`config.mk`:
```
export PLATFORM = sky130hd
export DESIGN_NAME = pwm_servo_driver
export DESIGN_NICKNAME = d
export VERILOG_FILES = /design/src/rtl/pwm_servo_driver.sv
export SDC_FILE = /design/constraint.sdc
export NUM_CORES = 1
export LEC_CHECK = 0
export ABC_AREA = 1
export CORE_MARGIN = 2
export CORE_UTILIZATION = 33
export DETAILED_ROUTE_END_ITERATION = 8
export MAX_ROUTING_LAYER = met4
export PLACE_DENSITY_LB_ADDON = 0.12
export SLEW_MARGIN = 20
export SYNTH_ARGS = -nofsm -noshare
export SYNTH_HDL_FRONTEND = slang
export SYNTH_SLANG_ARGS = --single-unit
```
`constraint.sdc`:
```
create_clock -name clk -period 1.74 [get_ports clk]
set_input_delay 0.261 -clock clk [delete_from_list [all_inputs] [get_ports clk]]
set_output_delay 0.261 -clock clk [all_outputs]
set_load 0.05 [all_outputs]
```
`src/rtl/pwm_servo_driver.sv`:
```
// Servo PWM generator locked to an external free-running 21-bit timebase.
// Defining PWM_SERVO_RAMP_EN makes width changes ramp by at most RAMP_STEP per period.
module pwm_servo_driver #(
    parameter int WIDTH_STOP  = 75000,
    parameter int WIDTH_FWD   = 100000,
    parameter int WIDTH_REV   = 50000,
    parameter int STALL_LIMIT = 16,
    parameter int RAMP_STEP   = 5000
) (
    input  logic        clk,
    input  logic        reset,
    input  logic [20:0] count,
    input  logic [1:0]  cmd,
    input  logic        cmd_valid,
    output logic        cmd_ready,
    output logic        pwm,
    output logic        period_start,
    output logic        fault
);
    localparam int          SW        = $clog2(STALL_LIMIT + 1);
    localparam logic [SW-1:0] STALL_MAX = SW'(STALL_LIMIT);
    localparam logic [SW-1:0] STALL_TOP = SW'(STALL_LIMIT - 1);
    localparam logic [20:0] W_STOP    = 21'(WIDTH_STOP);
    localparam logic [20:0] W_FWD     = 21'(WIDTH_FWD);
    localparam logic [20:0] W_REV     = 21'(WIDTH_REV);

    typedef enum logic [1:0] {WAIT, HIGH, LOW, FAULT} state_t;

    state_t        state, state_n;
    logic [20:0]   count_q;
    logic [SW-1:0] stall_cnt;
    logic [20:0]   pending, target, active_width;
    logic [20:0]   next_target, next_active;
    logic          pending_full;
    logic          boundary, accept, stall_hit;

    function automatic logic [20:0] map_width(input logic [1:0] c);
        case (c)
            2'b01:   return W_FWD;
            2'b10:   return W_REV;
            default: return W_STOP;
        endcase
    endfunction

    assign boundary    = (count == 21'd0) && (count_q != 21'd0);
    assign cmd_ready   = !pending_full && (state != FAULT);
    assign accept      = cmd_valid && cmd_ready;
    assign stall_hit   = (count == count_q) && (stall_cnt >= STALL_TOP);
    assign next_target = pending_full ? pending : target;

`ifdef PWM_SERVO_RAMP_EN
    localparam logic [20:0] RAMP_W = 21'(RAMP_STEP);

    // Move toward the new target, limited to one ramp step per period.
    always_comb begin
        next_active = next_target;
        if (next_target > active_width) begin
            if (next_target - active_width > RAMP_W)
                next_active = active_width + RAMP_W;
        end else if (active_width - next_target > RAMP_W) begin
            next_active = active_width - RAMP_W;
        end
    end
`else
    assign next_active = next_target;
`endif

    always_comb begin
        state_n = state;
        if (stall_hit) begin
            state_n = FAULT;
        end else begin
            case (state)
                WAIT, LOW: if (boundary) state_n = HIGH;
                HIGH:      if (count >= active_width) state_n = LOW;
                default:   state_n = FAULT;
            endcase
        end
    end

    // Outputs are registered from the next state so pwm rises the cycle after count==0.
    always_ff @(posedge clk) begin
        if (reset) begin
            state        <= WAIT;
            count_q      <= '1;
            stall_cnt    <= '0;
            pending      <= W_STOP;
            pending_full <= 1'b0;
            target       <= W_STOP;
            active_width <= W_STOP;
            pwm          <= 1'b0;
            period_start <= 1'b0;
            fault        <= 1'b0;
        end else begin
            state        <= state_n;
            count_q      <= count;
            pwm          <= (state_n == HIGH);
            period_start <= (state_n == HIGH) && (state != HIGH);
            fault        <= (state_n == FAULT);

            if (count != count_q)
                stall_cnt <= '0;
            else if (stall_cnt != STALL_MAX)
                stall_cnt <= stall_cnt + 1'b1;

            // A command accepted on a boundary lands in pending and waits for the next one.
            if (boundary) begin
                target       <= next_target;
                active_width <= next_active;
                pending_full <= 1'b0;
            end
            if (accept) begin
                pending      <= map_width(cmd);
                pending_full <= 1'b1;
            end
        end
    end
endmodule

```
==> summary.md, run 1 <==
| Metric | Value |
|---|---|
| Sequential share of the synthesized area | `0.3831` |
| Max-cap violations | `0` |
| Synth Register Bits | `42` |
| Power per cell area | `696.0 nW/um^2` |
| Pins Over Slew Limit | `0` |
| Die Height | `85.55 um` |
| Design Area, Final | `3014 sq um` |
| Reg2Reg Depth | `13` |
| Antenna violations before repair | `0` |
| CTS Buffer Depth | `2` |
| Area grow syn2layout | `37.34%` |
| FP Rows | `29` |
| Max incr delay on CP | `0.79 ns` |
| Fillers | `650` |
| HP Start | `count[3]` |
| Post-DP Area | `2768 sq um` |
| Startpoint types | `flop` |
| RR Startpoint | `active_width[10]$_SDFFE_PP1P_` |
| Initial DRC count | `35` |
| Worst path bufs/invs | `1` |
| TritonCTS clock tree | `built` |
| Clk pwr share | `0.372` |
| Clock Latency Late Sink | `0.29 ns` |
| Share of cells above drive strength 1 | `0.1978` |
| Vias post-DR | `1944` |
| WHS Endpoint | `count_q[3]$_SDFF_PP1_` |
| YS warnings | `0` |
| Slew @ Worst Pin | `0.4913 ns` |
| CP Class | `flop to primary output` |
| Synth unique cells | `24` |
| GRT Overall Usage | `0.1504` |
| Hold Worst Slack | `0.2465 ns` |
| FF/Latch Area | `844.6 sq um` |
| Fin crit share | `0.9442` |
| Pint | `1.615 mW` |
| Post-Syn Area per Cell | `7.149 sq um` |
| Initial core utilization | `0.3437` |
| RR Endpoint | `fault$_SDFF_PP0_` |
| Power share of the combinational group | `0.142` |
| Non-filler cells in the finished layout | `446` |
| Nets@finish | `413` |
| Area of the multi-input gates | `1246 sq um` |
| Hold Vio Cnt, Final | `0` |
| Hold_buf cts | `0` |
| Worst vdd ir | `0.0004080 V` |
| CTS buffer count | `5` |
| Post-Syn Area | `2195 sq um` |
| HP Class | `input pin to flop` |
| Vias in the first global route | `1891` |
| Post-synthesis cell count | `307` |
| Grt total ovfl | `0` |
| Slew HR | `0.6714` |
| Largest net degree at the start of global routing | `14` |
| Clk sinks | `42` |
| Drt pass-1 iters | `4` |
| CP max-delay cell | `clkdlybuf4s50_1` |
| CP top delay family | `buffers and inverters` |
| Setup Viol. Count Final | `0` |
| CORE AREA | `6386 sq um` |
| Drt drc | `0` |
| Hpwl dp | `3923 um` |
| Average wire per standard cell | `11.12 um` |
| CTS H-tree depth | `2` |
| Outcome | `finished clean` |
| Global-route wire length before repair | `8500 um` |
| Sw Ratio | `0.2304` |
| DRT Wirelength | `4961 um` |
| Worst-path fanout max | `1` |
| GP Congestion | `0.7519` |
| Fmax | `608.7 MHz` |
| Worst EP arrival | `1.38 ns` |
| Hold Path Depth | `3` |
| Sequential share of power | `0.486` |
| Die X | `85.55 um` |
| NetSw | `483.3 uW` |
| Final Critical Period | `1.643 ns` |
| Final ANT Viol Nets | `0` |
| Mapped Nets | `351` |
| Required time of the critical path | `1.48 ns` |
| Crit-path cells | `clkdlybuf4s50_1` |
| Worst-path clk slew | `0.08 ns` |
| Reg2reg setup slack | `0.13 ns` |
| Die area | `7319 sq um` |
| Post-Place Cells | `437` |
| Top-Level Pins | `30` |
| ANT cells | `0` |
| Setup crit end kind | `primary output` |
| Vias/cell | `4.359` |
| Root Buffer Master | `clkbuf_8` |
| Input/output buffers | `29` |
| Leakage | `1.516 nW` |
| Setup Skew | `0.006490 ns` |
-- how the worst max path moves through the flow --
stage                                   from                       end  cells after the start
2_1_floorplan            state[1]$_SDFF_PP0_  pending[15]$_SDFFE_PP0P_                      7
3_3_place_gp                        count[8]          fault$_SDFF_PP0_                     13
3_5_place_dp                        count[8]          fault$_SDFF_PP0_                     13
4_1_cts                             count[7]          fault$_SDFF_PP0_                     13
5_1_grt        active_width[10]$_SDFFE_PP1P_          fault$_SDFF_PP0_                     13
6_report                      pwm$_SDFF_PP0_                       pwm                      1
-- state kept, by name, indices dropped and copies added, names as in the netlist --
register,cells
pwm,1
active_width,5
stall_cnt,5
count_q,21
fault,1
state,2
pending,5
pending_full,1
period_start,1
-- logic make-up (layout without fill, tap and decap cells) --
logic type      Yosys count  after routing  synth area share
compound gates           23             23           0.05930
xor+xnor                 17             17           0.06784
fa+ha+maj                18             18            0.1026
buf+inv                  52            114           0.09008
flops                    42             42            0.3831
simple gates            155            155            0.2970
-- synth_stat cells --
cell      number  area [sq um]
a211oi_1       1         7.510
inv_1         48         180.2
nor3_1         3         15.01
nor2_2         1         6.260
o211ai_1       3         22.52
nor2_4         1         11.26
o21a_1         1         7.510
dfxtp_1       42         840.8
nand2_1       80         300.3
clkinv_2       1         5.000
or2_2          7         43.79
nand2_2        1         6.260
clkbuf_1       2         7.510
o31ai_1        1         7.510
nand3_1       14         70.07
nor2_1        42         157.7
a21oi_1       12         60.06
buf_2          1         5.000
xnor2_1        7         61.31
xor2_1        10         87.58
nand3_2        1         10.01
o21ai_0        5         25.02
ha_1          18         225.2
nand4_1        5         31.28
-- timing repair --
item,in CTS,in global routing
resized for setup,2,35
pin swaps,0,15
cloned,0,0
setup buffers,0,2
setup endpoints to repair,2,10
-- area by class of cell --
class | count | share of cell area
Multi-Input combinational cell | 213 | 0.4135
Sequential cell | 42 | 0.2802
Timing Repair Buffer | 58 | 0.1739
Inverter | 49 | 0.06310
Tap cell | 77 | 0.03196
Clock buffer | 6 | 0.02740
Clock inverter | 1 | 0.009963
-- stage by stage --
stage / TNS (ns) / setup WS (ns) / utilization / total power [mW]
2_1_floorplan: 0 / 0.1694 / - / 1.178
3_3_place_gp: -2.806 / -0.3341 / 0.4334 / 1.335
3_5_place_dp: -2.917 / -0.3481 / 0.4334 / 1.338
4_1_cts: 0 / 0.03363 / 0.4514 / 2.124
5_1_grt: -0.02003 / -0.01040 / 0.4720 / 2.208
6_report: 0 / 0.09708 / 0.4720 / 2.098
-- routing by layer --
layer | part of all wire | wire, um | global-route usage
met3 | 0.037 | 182 | 0.03369
met4 | 0.013 | 63 | 0.04329
met2 | 0.46 | 2271 | 0.2365
met1 | 0.49 | 2444 | 0.1944
met5 | 0 | 0 | -
-- placed cells by master (no fill, tap or decap), types with 2 or more instances in the layout --
cell type	count
nand2_1	77
inv_1	43
nor2_1	40
dfxtp_1	39
buf_4	32
ha_1	15
clkdlybuf4s50_1	15
nand3_1	12
a21oi_1	10
xor2_1	10
dlymetal6s2s_1	10
or2_2	7
xnor2_1	7
clkbuf_8	6
nand4_1	5
o21ai_0	4
inv_2	3
nor2_2	3
nand3_2	3
o211ai_1	3
nand2_2	3
ha_4	3
dfxtp_2	3
inv_4	2
nor3_1	2
-- power by group through the flow --
| stage | logic, mW | registers (mW) | clock network [mW] |
|---|---|---|---|
| final | 0.298 | 1.02 | 0.780 |
| after floorplan | 0.139 | 1.04 | 0 |
| after global placement | 0.293 | 1.04 | 0 |
| after global routing | 0.339 | 1.02 | 0.844 |
| after detailed placement | 0.295 | 1.04 | 0 |
| after CTS | 0.296 | 1.02 | 0.808 |
Note: power is estimated with default switching activity, not from simulation.
==> inputs of run 2 (changes only) <==
--- a/config.mk
+++ b/config.mk
@@ -11,6 +11,7 @@
 export DETAILED_ROUTE_END_ITERATION = 8
 export MAX_ROUTING_LAYER = met4
 export PLACE_DENSITY_LB_ADDON = 0.12
+export SKIP_CTS_REPAIR_TIMING = 1
 export SLEW_MARGIN = 20
 export SYNTH_ARGS = -nofsm -noshare
 export SYNTH_HDL_FRONTEND = slang
==> run 2 against run 1 <==
  * Combinational power about the same
  * Clock-buffer cell count unchanged
  * Non-clock buffer count unchanged
  * Hold slack worse by 0.0015 ns
  * Sequential cell count unchanged
  * Die area unchanged
  * Power up 0.14%
  * Largest power group unchanged
  * Highest routed layer unchanged
==> summary.md, run 2 (synthesis gave the netlist of run 1 again) <==
| Metric | Value |
|---|---|
| Post-DP Area | `2768 sq um (unchanged)` |
| Nets@finish | `413 (unchanged)` |
| Post-Route Utilization | `0.4726 (was 0.4720)` |
| Fin crit share | `0.9447 (was 0.9442)` |
| Worst path bufs/invs | `1 (unchanged)` |
| Vias in the first global route | `1875 (was 1891)` |
| Die X | `85.55 um (unchanged)` |
| CP top delay family | `buffers and inverters (unchanged)` |
| Hold Vio Cnt, Final | `0 (unchanged)` |
| GP Congestion | `0.7519 (unchanged)` |
| CTS buffer count | `5 (unchanged)` |
| CTS Buffer Depth | `2 (unchanged)` |
| Max incr delay on CP | `0.79 ns (about the same)` |
| Global-route wire length before repair | `8424 um (was 8500 um)` |
| Hold Path Depth | `3 (unchanged)` |
| Non-filler cells in the finished layout | `446 (unchanged)` |
| Clk sinks | `42 (unchanged)` |
| Largest net degree at the start of global routing | `14 (unchanged)` |
| Post-Place Cells | `437 (unchanged)` |
| GRT Overall Usage | `0.1494 (was 0.1504)` |
| FP Rows | `29 (unchanged)` |
| Design Area, Final | `3018 sq um (was 3014 sq um)` |
| Top-Level Pins | `30 (unchanged)` |
| Antenna violations before repair | `0 (unchanged)` |
| FF/Latch Area | `844.6 sq um (unchanged)` |
| Worst-path fanout max | `1 (unchanged)` |
| Setup crit end kind | `primary output (unchanged)` |
| Die Height | `85.55 um (unchanged)` |
| Power per cell area | `696.1 nW/um^2 (was 696.0 nW/um^2)` |
| Grt total ovfl | `0 (unchanged)` |
| Pins Over Slew Limit | `0 (unchanged)` |
| Worst vdd ir | `0.0004080 V (about the same)` |
| TritonCTS clock tree | `built (unchanged)` |
| Initial core utilization | `0.3437 (unchanged)` |
| Fillers | `648 (was 650)` |
| Input/output buffers | `29 (unchanged)` |
| Commonest non-fill, non-tap cell in the layout | `nand2_1 (unchanged)` |
| DRT Wirelength | `4944 um (was 4961 um)` |
| Outcome | `finished clean (unchanged)` |
| Most frequent cells in the layout | `nand2_1 (77), inv_1 (43), nor2_1 (40) (unchanged)` |
| Worst path depth | `1 (unchanged)` |
| Drt pass-1 iters | `4 (unchanged)` |
| Average wire per standard cell | `11.09 um (was 11.12 um)` |
| Drt drc | `0 (unchanged)` |
| Crit-path cells | `clkdlybuf4s50_1 (unchanged)` |
| CP max-delay cell | `clkdlybuf4s50_1 (unchanged)` |
| Slew HR | `0.6714 (unchanged)` |
| Area grow syn2layout | `37.51% (was 37.34%)` |
| Pre-CTS WS | `-0.3481 ns (unchanged)` |
| Root Buffer Master | `clkbuf_8 (unchanged)` |
| Final worst-path setup slack | `0.09629 ns (was 0.09708 ns)` |
| Slew @ Worst Pin | `0.4913 ns (unchanged)` |
| Largest register FFs | `21 (unchanged)` |
| TNS Setup | `0 ns (unchanged)` |
| CTS H-tree depth | `2 (unchanged)` |
| Worst-path clk slew | `0.08 ns (about the same)` |
| Area of the multi-input gates | `1246 sq um (unchanged)` |
| Fmax | `608.4 MHz (was 608.7 MHz)` |
| HP Class | `input pin to flop (unchanged)` |
| ANT cells | `0 (unchanged)` |
| Initial DRC count | `37 (was 35)` |
| Reg2Reg Depth | `13 (unchanged)` |
| Final Critical Period | `1.644 ns (was 1.643 ns)` |
| Largest Register | `count_q (unchanged)` |
| Worst EP arrival | `1.38 ns (about the same)` |
| Hpwl dp | `3923 um (unchanged)` |
| Final ANT Viol Nets | `0 (unchanged)` |
| Vias post-DR | `1939 (was 1944)` |
| Clock Latency Late Sink | `0.29 ns (about the same)` |
| Share of cells above drive strength 1 | `0.1978 (unchanged)` |
| Startpoint types | `flop (unchanged)` |
| Leakage | `1.524 nW (was 1.516 nW)` |
| Die area | `7319 sq um (unchanged)` |
| Required time of the critical path | `1.48 ns (about the same)` |
| CORE AREA | `6386 sq um (unchanged)` |
| Setup Skew | `0.006103 ns (was 0.006490 ns)` |
| Vias/cell | `4.348 (was 4.359)` |
| Max-cap violations | `0 (unchanged)` |
| Setup Viol. Count Final | `0 (unchanged)` |
| CP Class | `flop to primary output (unchanged)` |
==> run 2: worst min-delay path: stages <==
cell,delay (ns)
dlymetal6s2s_1,0.12
inv_1,0.07
nand2_1,0.05
==> run 2: layout make-up <==
cell class	count	share of cell area
multi-input cells	213	0.4129
flip-flops and latches	42	0.2799
repair buffers	58	0.1750
inverters	49	0.06302
well taps	77	0.03192
clock buffers	6	0.02736
clock inverters	1	0.009950
==> run 2: path summary, 6_finish.rpt <==
check        slack (ns)                       end                          start
max                 0.1                       pwm                 pwm$_SDFF_PP0_
min                0.24     count_q[3]$_SDFF_PP1_                       count[3]
max reg2reg        0.14          fault$_SDFF_PP0_  active_width[10]$_SDFFE_PP1P_
min reg2reg        0.46  pending[13]$_SDFFE_PP1P_       pending[13]$_SDFFE_PP1P_
==> run 2: metrics by stage <==
| stage | power [mW] | hold WS, ns |
|---|---|---|
| after floorplan | 1.178 | 0.3576 |
| after global placement | 1.335 | 0.4399 |
| after detailed placement | 1.338 | 0.4467 |
| after CTS | 2.125 | 0.4611 |
| after global routing | 2.209 | 0.2831 |
| final | 2.101 | 0.2450 |
==> run 2: layer usage <==
metal / up-vias / wire [um] / track usage
met5: - / 0 / -
met3: 5 / 193 / 0.03369
met2: 27 / 2264 / 0.2344
met1: 835 / 2422 / 0.1932
met4: 0 / 63 / 0.04329
li1: 1072 / - / -
==> run 2: power by group <==
group | internal, mW | leakage [nW] | switching [mW]
logic | 0.158 | 1.12 | 0.140
registers | 0.998 | 0.346 | 0.0221
clock network | 0.459 | 0.0573 | 0.323
